==> src/rtl/pc_fetch_unit.sv <==
// PC register and instruction-fetch sequencer. Issues one request per PC to instruction
// memory and then presents {pc, instr} to decode until decode accepts the next PC.
module pc_fetch_unit #(
  parameter logic [31:0] RESET_PC = 32'h0000_3000,
  parameter logic [31:0] PC_LO    = 32'h0000_3000,
  parameter logic [31:0] PC_HI    = 32'h0000_6FFC
) (
  input  logic        clk,
  input  logic        reset,
  input  logic [31:0] npc_in,
  input  logic        if_ready,
  output logic        imem_req,
  output logic [31:0] imem_addr,
  input  logic        imem_rvalid,
  input  logic [31:0] imem_rdata,
  output logic [31:0] pc,
  output logic [31:0] pca4,
  output logic [31:0] instr,
  output logic        instr_valid,
  output logic        fault
);

  localparam logic [1:0] S_REQ   = 2'd0;
  localparam logic [1:0] S_WAIT  = 2'd1;
  localparam logic [1:0] S_HOLD  = 2'd2;
  localparam logic [1:0] S_FAULT = 2'd3;

  logic [1:0]  state_q, state_d;
  logic [31:0] pc_q, pc_d;
  logic [31:0] instr_q, instr_d;
  logic        fault_q, fault_d;
  logic        npc_legal;
  logic        accept;

  assign npc_legal = (npc_in[1:0] == 2'b00) && (npc_in >= PC_LO) && (npc_in <= PC_HI);
  assign accept    = (state_q == S_HOLD) && if_ready;

  always_comb begin
    state_d = state_q;
    pc_d    = pc_q;
    instr_d = instr_q;
    fault_d = fault_q;
    case (state_q)
      S_REQ:  state_d = S_WAIT;
      S_WAIT: begin
        if (imem_rvalid) begin
          instr_d = imem_rdata;
          state_d = S_HOLD;
        end
      end
      S_HOLD: begin
        // The offending address is still loaded into pc so it can be inspected after a fault.
        if (accept) begin
          pc_d = npc_in;
          if (npc_legal) begin
            state_d = S_REQ;
          end else begin
            fault_d = 1'b1;
            state_d = S_FAULT;
          end
        end
      end
      default: state_d = S_FAULT;
    endcase
  end

  always_ff @(posedge clk or posedge reset) begin
    if (reset) begin
      state_q <= S_REQ;
      pc_q    <= RESET_PC;
      instr_q <= 32'h0;
      fault_q <= 1'b0;
    end else begin
      state_q <= state_d;
      pc_q    <= pc_d;
      instr_q <= instr_d;
      fault_q <= fault_d;
    end
  end

  assign imem_req    = (state_q == S_REQ);
  assign imem_addr   = pc_q;
  assign pc          = pc_q;
  assign pca4        = pc_q + 32'd4;
  assign instr       = instr_q;
  assign instr_valid = (state_q == S_HOLD);
  assign fault       = fault_q;

endmodule
==> config.mk <==
export PLATFORM = sky130hd
export DESIGN_NAME = pc_fetch_unit
export DESIGN_NICKNAME = d
export VERILOG_FILES = /design/src/rtl/pc_fetch_unit.sv
export SDC_FILE = /design/constraint.sdc
export NUM_CORES = 1
export LEC_CHECK = 0
export CAP_MARGIN = 20
export CORE_AREA = 2 2 94 96
export CTS_BUF_LIST = sky130_fd_sc_hd__clkbuf_4 sky130_fd_sc_hd__clkbuf_8 sky130_fd_sc_hd__clkbuf_16
export CTS_CLUSTER_DIAMETER = 30
export CTS_CLUSTER_SIZE = 12
export DETAILED_ROUTE_END_ITERATION = 8
export DIE_AREA = 0 0 96 98
export PLACE_DENSITY = 0.85
export SYNTH_ARGS = -nofsm -noshare
export SYNTH_HDL_FRONTEND = slang
export SYNTH_SLANG_ARGS = --single-unit
==> constraint.sdc <==
create_clock -name clk -period 3.1 [get_ports clk]
set_clock_uncertainty 0.15 [all_clocks]
set_input_delay 0.31 -clock clk [delete_from_list [all_inputs] [get_ports clk]]
set_output_delay 0.31 -clock clk [all_outputs]
set_load 0.05 [all_outputs]
==> results_dict.tcl, run 1 <==
set metrics [dict create \
    hpwl_um 7260 \
    ys_seq_area_frac 0.496 \
    final_area_mm2 0.00554 \
    cp_max_fo 7 \
    max_freq_ghz 0.339 \
    r2r-start "state_q[0]" \
    first_pass_iters 4 \
    vias_per_cell 4.88 \
    timing.slew.headroom 0.522 \
    yosys.cell_types.count 32 \
    grt_pass1_wl_um 13800 \
    period_needed_ns 2.95 \
    avgSynthCellArea_um2 12.5 \
    fin_crit_sh 0.951 \
    drcViolationCount 0 \
    worst_setup_path_end_kind "output port" \
    outcome "completed" \
    synth-seq-cells 67 \
    rows 34 \
    fin_ws_ns 0.152 \
    switching_share 0.441 \
    r2r-end "instr[6]" \
    syn_area_mm2 0.00338 \
    die_area_mm2 0.00941 \
    cellPowerDensity_mw_per_mm2 707 \
    antenna_found_initial 0 \
    cp.arrival_ns 2.49 \
    max_stage_delay_ns 0.84 \
    gp_congestion 0.820 \
    grt_usage 0.190 \
    path_class "register to output port" \
    cts-root-buf "clkbuf_8" \
    hp-class "input pin to async pin" \
    antenna_left 0 \
    io_buffers 198 \
    required_ns 2.64 \
    cts_buffer_depth 2 \
    nFillCells 686 \
    start_kind "register" \
    netlist_instances 270 \
    grt_pass1_vias 2821 \
    setup_viol 0 \
    wire_per_inst_um 16.3 \
    wl_um 9070 \
    clockPowerShare 0.205 \
    internal_power_mw 2.19 \
    worst-path-buf-inv 1 \
    post-place-ws_ns 0.417 \
    reg2reg_depth 3 \
    p_leak_nw 2.39 \
    grt_overflow 0 \
    crit_chain "nand3_1 -> nor2_1 -> nand3_1 -> xnor2_1 -> clkdlybuf4s50_1" \
    rsz0062_at_grt "no" \
    cts-htree-levels 3 \
    final_cell_mix "179 x clkdlybuf4s50_1, 65 x dfrtp_1, 64 x mux2_2" \
    grt_max_degree 35 \
    final_max_slew_viol_count 0 \
    worst_path_max_delay_cell "clkdlybuf4s50_1" \
    tns_ns 0 \
    reg2reg_slack_ns 1.31 \
    hold_buffers 0 \
    dpl_cell_area_mm2 0.00531 \
    cts_tree "yes" \
    comb_power_share 0.495 \
    start_util 0.399 \
    insertion_delay_ns 0.33 \
    final_nets 511 \
    clock_sinks 67 \
    hold_violations 0 \
    die_h_um 98 \
    cp_top_family "buffers and inverters" \
    cts_made_buffers 9 \
    num_vias 2709 \
    clk_pin_slew_worst_paths_ns 0.08 \
    power_switching_mw 1.73 \
    yosysWarningCount 0 \
    max_cap_viol_count 0 \
    drtIter0Drc 64 \
    ir_drop_uv 349 \
    layout_commonest_cell "clkdlybuf4s50_1" \
    worstMarginPinSlew_ns 0.716 \
    die_w_um 96 \
    layout-drive-gt1-share 0.244 \
    seqPwrFrac 0.300 \
    pin_count 199 \
    area_growth_pct 63.9 \
    coreArea_mm2 0.00847 \
    diodes 0 \
    synth_fp_nets 339 \
    cpMostUsedCell "nand3_1" \
]
-- layer usage --
layer	part of all wire	vias to the layer above	track usage
li1	-	1261	-
met1	0.35	1315	0.199
met2	0.54	120	0.350
met3	0.093	13	0.0633
met4	0.015	0	0.0560
met5	0	-	0
-- timing repair --
| action | CTS | global route |
|---|---|---|
| setup buffers | 0 | 0 |
| gates resized for setup | 0 | 2 |
| setup endpoints to repair | 0 | 2 |
-- flip-flops by register name, summed over array words and instances, names as in the netlist --
signal and count:
imem_addr 32, instr 32, state_q 2, fault 1
-- worst register-to-register path: stages, from the launching register on --
cell and delay [ns]:
dfrtp_1 0.42, nand3b_1 0.31, buf_4 0.40, mux2_2 0.39
-- per-stage QoR --
stage	hold slack (ns)	power (mW)	utilization	cells
3_5_place_dp	0.327	3.15	0.627	539
2_1_floorplan	0.264	2.48	-	270
3_3_place_gp	0.314	3.12	0.627	539
5_1_grt	0.329	4.06	0.655	555
6_report	0.268	3.92	0.655	555
4_1_cts	0.293	3.96	0.654	555
-- worst max-delay path by stage --
stage / start / to / slack (ns) / cells past startpoint
after global placement: imem_addr[2] / pca4[12] / 0.47 / 6
after detailed placement: imem_addr[2] / pca4[12] / 0.42 / 6
final: imem_addr[4] / pca4[11] / 0.15 / 5
after global routing: imem_addr[4] / pca4[11] / 0.01 / 5
after CTS: imem_addr[2] / pca4[12] / 0.03 / 6
after floorplan: imem_addr[4] / pca4[25] / 0.15 / 4
-- area by class of cell --
cell class	count	area, µm²	share of cell area
multi-input cells	158	1400	0.252
well taps	108	135	0.0244
flip-flops and latches	67	1680	0.303
clock inverters	6	88.8	0.0160
clock buffers	10	138	0.0248
inverters	4	15.0	0.00271
repair buffers	202	2090	0.377
-- cells in the mapped netlist --
master,count,area (µm²)
buf_2,6,30.0
and4_2,1,10.0
nand4b_1,1,8.76
dfrtp_1,65,1630
nand4_1,6,37.5
ha_1,1,12.5
a21boi_0,1,7.51
and3_1,4,25.0
xnor2_1,21,184
a21oi_1,1,5.00
o31ai_1,1,7.51
inv_1,4,15.0
dfstp_2,2,52.6
mux2_2,64,721
xor2_1,8,70.1
nand4_4,1,21.3
nor2b_1,1,6.26
nor4_4,2,42.5
clkbuf_1,1,3.75
a31oi_1,1,6.26
nand4_2,1,12.5
nand2_1,11,41.3
and2_1,2,12.5
nor2_1,6,22.5
nor3_1,2,10.0
a2111oi_0,1,8.76
nor4_1,4,25.0
buf_4,34,255
o21bai_1,1,7.51
and4_1,3,26.3
nand3_1,12,60.1
nand3b_1,1,7.51
-- cells by family (layout without fill, tap and decap cells) --
group | count (synthesis) | after routing | synth area share
mux | 64 | 64 | 0.213
flops | 67 | 67 | 0.496
simple gates | 58 | 58 | 0.109
xor+xnor | 29 | 29 | 0.0751
compound gates | 6 | 6 | 0.0126
fa+ha+maj | 1 | 1 | 0.00370
buf+inv | 45 | 222 | 0.0899
-- power by group through the flow --
stage | Sequential, mW | Clock [mW] | Combinational (mW)
floorplan | 1.65 | 0 | 0.831
global placement | 1.18 | 0 | 1.94
detailed placement | 1.19 | 0 | 1.95
CTS | 1.18 | 0.828 | 1.96
global route | 1.20 | 0.860 | 2.00
finish | 1.17 | 0.803 | 1.94
Note: power is estimated with default switching activity, not from simulation.
==> run 2, diff against run 1 <==
Settings changed: CORE_AREA 2 2 94 96 to 2 2 103 105, DIE_AREA 0 0 96 98 to 0 0 105 107, PLACE_DENSITY 0.85 to unset, PLACE_DENSITY_LB_ADDON set to 0.1.
Clock period 3.1 ns to 2.5 ns, I/O delays scaled along.
==> run 2 against run 1 <==
Net effect:
- the run now ends with negative setup slack left
- combinational power rose by 39%
- final cell count up 9.9%
- global-route usage is 1.3 points lower
- critical path type unchanged
- critical endpoint is now pca4[28]
==> results_dict.tcl, run 2 (same netlist as run 1, synthesis figures left out) <==
set metrics [dict create \
    worstMarginPinSlew_ns 0.580 \
    reg2reg_slack_ns 0.88 \
    clk_pin_slew_worst_paths_ns 0.08 \
    die_w_um 105 \
    final_nets 538 \
    r2r-end "imem_addr[31]" \
    start_util 0.335 \
    max_freq_ghz 0.396 \
    final_core_util 0.617 \
    cts-htree-levels 3 \
    pin_count 199 \
    first_pass_iters 3 \
    antenna_left 0 \
    grt_pass1_vias 3002 \
    fin_crit_sh 1.01 \
    tns_ns -0.0258 \
    nFillCells 895 \
    p_leak_nw 2.68 \
    vias_per_cell 4.63 \
    antenna_found_initial 0 \
    rows 37 \
    hold_violations 0 \
    layout_commonest_cell "clkdlybuf4s50_1" \
    min_from "fault" \
    seq_area_mm2 0.00169 \
    drtIter0Drc 53 \
    outcome "finished with violations" \
    required_ns 2.10 \
    cts_made_buffers 9 \
    whs_path_depth 1 \
    area_growth_pct 84.1 \
    hpwl_um 7360 \
    violations "negative setup slack" \
    cts_buffer_depth 2 \
    wire_per_inst_um 16.1 \
    insertion_delay_ns 0.34 \
    period_needed_ns 2.53 \
    gp_congestion 0.708 \
    setup_viol 1 \
    multi_input_area_mm2 0.00173 \
    r2r-start "state_q[1]" \
    die_h_um 107 \
    wl_um 9810 \
    grt_pass1_wl_um 15700 \
    cts_tree "yes" \
    worst_setup_path_end_kind "output port" \
    final_cell_mix "171 x clkdlybuf4s50_1, 64 x mux2_2, 56 x dfrtp_1" \
    grt_max_degree 44 \
    whs_endpoint "fault" \
    io_buffers 198 \
    ir_drop_uv 418 \
    timing.slew.headroom 0.604 \
    grt_usage 0.177 \
    cellPowerDensity_mw_per_mm2 797 \
    cp.arrival_ns 2.13 \
    coreArea_mm2 0.0101 \
    clock_sinks 67 \
    die_area_mm2 0.0112 \
    start_kind "register" \
    drcViolationCount 0 \
    diodes 0 \
    max_cap_viol_count 0 \
    grt_overflow 0 \
    rsz0062_at_grt "yes" \
    hp-class "register to register" \
    final_max_slew_viol_count 0 \
    fin_ws_ns -0.0258 \
    num_vias 2827 \
    cp_max_fo 8 \
    path_class "register to output port" \
    cts-root-buf "clkbuf_8" \
    layout-drive-gt1-share 0.390 \
    reg2reg_depth 4 \
]
-- run 2: cell types whose count changed in the layout (fill, tap and decap cells not counted), sizes merged --
cell           delta
inv               +1
clkbuf            -1
dlymetal6s2s      -2
clkdlybuf4s50     -8
dlygate4sd3       +1
buf              +36
clkinvlp          +1
bufinv            -2
clkinv            +1
-- run 2: worst max-delay path: stages (launching register included) --
cell and delay, ns:
dfstp_2 0.56, nand4_4 0.16, nor4_4 0.25, buf_6 0.17, nand4_1 0.22, xnor2_4 0.25
buf_12 0.15
-- run 2: power by group --
group | internal (mW) | leakage (nW) | switching (mW)
Clock | 0.364 | 0.0818 | 0.457
Combinational | 1.07 | 1.77 | 1.63
Sequential | 1.26 | 0.827 | 0.187
Total | 2.69 | 2.68 | 2.27
-- run 2: worst max path at each step --
stage / startpoint / endpoint / slack [ns] / depth (start not counted)
3_5_place_dp: imem_addr[12] / pca4[28] / 0.02 / 5
2_1_floorplan: imem_addr[2] / pca4[25] / -0.12 / 4
3_3_place_gp: imem_addr[12] / pca4[28] / 0.06 / 5
4_1_cts: imem_addr[7] / pca4[29] / -0.09 / 7
6_report: imem_addr[12] / pca4[28] / -0.03 / 6
5_1_grt: imem_addr[12] / pca4[28] / -0.14 / 6
-- run 2: cell type report --
type,instances,share of cell area
inverter,4,0.00241
sequential,67,0.271
clock buffer,9,0.0199
multi-input combinational,158,0.278
timing repair buffer,229,0.392
clock inverter,7,0.00864
tap,136,0.0273
-- run 2: what timing repair did --
item	CTS	global route
resized for setup	9	14
buffers inserted	11	5
cloned	1	0
endpoints found under the setup margin	16	16
hold buffers	1	0
endpoints found under the hold margin	1	0
pin swaps	6	7
-- run 2: routing by layer --
layer / GRT usage / routed length [µm]
met5: 0 / 0
met4: 0.0467 / 141
met3: 0.0809 / 995
met2: 0.295 / 4720
met1: 0.206 / 3950
-- run 2: stage by stage --
stage          worst slack (ns)  instances  hold WS [ns]  power, mW  cell area [µm²]
2_1_floorplan            -0.117        270         0.204       3.18             3660
3_3_place_gp             0.0626        576         0.292       4.10             5830
3_5_place_dp             0.0156        576         0.295       4.12             5830
4_1_cts                 -0.0916        605         0.341       5.01             6140
5_1_grt                  -0.140        610         0.344       5.16             6230
6_report                -0.0258        610         0.334       4.97             6230
==> run 3, diff against run 2 <==
Settings changed: ABC_AREA set to 0, SETUP_SLACK_MARGIN set to 0.1.
==> run 3 against run 2 <==
Net effect:
- the flow still finishes with violations (negative setup slack)
- maximum frequency is 3.3% lower
- highest routed layer unchanged
- largest cell class unchanged
- non-clock buffer count is 6 lower
- die area stayed put
- sequential power hardly changed
- final cell count is 0.98% lower
==> results_dict.tcl, run 3 (same netlist as run 1, synthesis figures left out) <==
set metrics [dict create \
    pin_count 199 \
    hpwl_um 7200 \
    final_nets 532 \
    rows 37 \
    start_util 0.335 \
    layout-drive-gt1-share 0.395 \
    hp-class "register to register" \
    hold_violations 0 \
    cts-htree-levels 3 \
    insertion_delay_ns 0.34 \
    period_needed_ns 2.61 \
    rsz0062_at_grt "yes" \
    wire_per_inst_um 15.9 \
    grt_max_degree 42 \
    die_h_um 107 \
    cp_max_fo 8 \
    diodes 0 \
    antenna_found_initial 0 \
    max_cap_viol_count 0 \
    worst_setup_path_end_kind "output port" \
    cts-root-buf "clkbuf_8" \
    crit_chain "nand4_4 -> nor4_4 -> buf_6 -> nand4_1 -> xnor2_4 -> buf_12" \
    antenna_left 0 \
    wl_um 9620 \
    cts_made_buffers 9 \
    io_buffers 198 \
    cp.arrival_ns 2.21 \
    cts_buffer_depth 2 \
    clk_pin_slew_worst_paths_ns 0.08 \
    start_kind "register" \
    die_w_um 105 \
    path_class "register to output port" \
    max_stage_delay_ns 0.63 \
    grt_overflow 0 \
    grt_usage 0.169 \
    gp_congestion 0.747 \
    max_freq_ghz 0.383 \
    num_vias 2791 \
    setup_viol 10 \
    power.total_mw 5.13 \
    worst-path-buf-inv 2 \
    cp_top_family "simple AND/OR/NAND/NOR gates" \
    worstMarginPinSlew_ns 0.532 \
    outcome "finished with violations" \
    ir_drop_uv 405 \
    post-place-ws_ns 0.176 \
    area_growth_pct 87.6 \
    final_max_slew_viol_count 0 \
    fin_crit_sh 1.04 \
    grt_pass1_vias 2942 \
    required_ns 2.10 \
    worst_path_max_delay_cell "dfstp_4" \
    dpl_cell_area_mm2 0.00590 \
    layout_commonest_cell "clkdlybuf4s50_1" \
    timing.slew.headroom 0.644 \
    first_pass_iters 3 \
    drcViolationCount 0 \
    drtIter0Drc 42 \
    cellPowerDensity_mw_per_mm2 809 \
    final_cell_mix "170 x clkdlybuf4s50_1, 64 x mux2_2, 52 x dfrtp_1" \
    clock_sinks 67 \
    final_area_mm2 0.00634 \
    cts_tree "yes" \
    violations "negative setup slack" \
    vias_per_cell 4.62 \
    p_leak_nw 2.70 \
    grt_pass1_wl_um 14900 \
    coreArea_mm2 0.0101 \
    die_area_mm2 0.0112 \
    fin_ws_ns -0.112 \
]
run 3: repair_timing:
| item | 4_1_cts | 5_1_grt |
|---|---|---|
| hold endpoints to repair | 8 | 0 |
| setup buffers | 3 | 8 |
| hold buffers | 1 | 0 |
| endpoints found under the setup margin | 18 | 20 |
| gates resized for setup | 7 | 20 |
| pin swaps | 7 | 12 |
run 3: metrics by stage:
| step | hold WS, ns | util | cells | TNS [ns] |
|---|---|---|---|---|
| 2_1_floorplan | 0.204 | - | 270 | 0 |
| 3_3_place_gp | 0.311 | 0.585 | 576 | 0 |
| 3_5_place_dp | 0.315 | 0.585 | 576 | 0 |
| 4_1_cts | 0.337 | 0.612 | 596 | -0.722 |
| 5_1_grt | 0.352 | 0.629 | 604 | -1.74 |
| 6_report | 0.329 | 0.629 | 604 | -0.556 |
run 3: worst paths after layout:
kind                               start            end  slack (ns)  cells after the start
max in group asynchronous          reset  imem_addr[12]        1.09                      4
max                        imem_addr[12]       pca4[28]       -0.11                      6
min reg2reg                        fault          fault        0.33                      1
min                                fault          fault        0.33                      1
max reg2reg                   state_q[0]      instr[20]        0.90                      3
min in group asynchronous          reset   imem_addr[1]        0.56                      3
run 3: power by group:
part	leakage [nW]	internal, mW	switching (mW)	total (mW)
registers	0.823	1.27	0.208	1.47
clock network	0.110	0.575	0.443	1.02
logic	1.77	1.04	1.60	2.64
run 3: per-layer routing:
metal / vias to the layer above / track usage / routed length, µm
met3: 11 / 0.0559 / 809
met4: 0 / 0.0619 / 115
met2: 124 / 0.283 / 4700
met5: - / 0 / 0
met1: 1354 / 0.202 / 3990
li1: 1302 / - / -
run 3: area by class of cell:
type                    count  area, µm²
clock buffers              10        131
flip-flops and latches     67       1700
inverters                   4       15.0
clock inverters             6       90.1
fillers                   832       3750
multi-input cells         158       1820
repair buffers            223       2420
well taps                 136        170
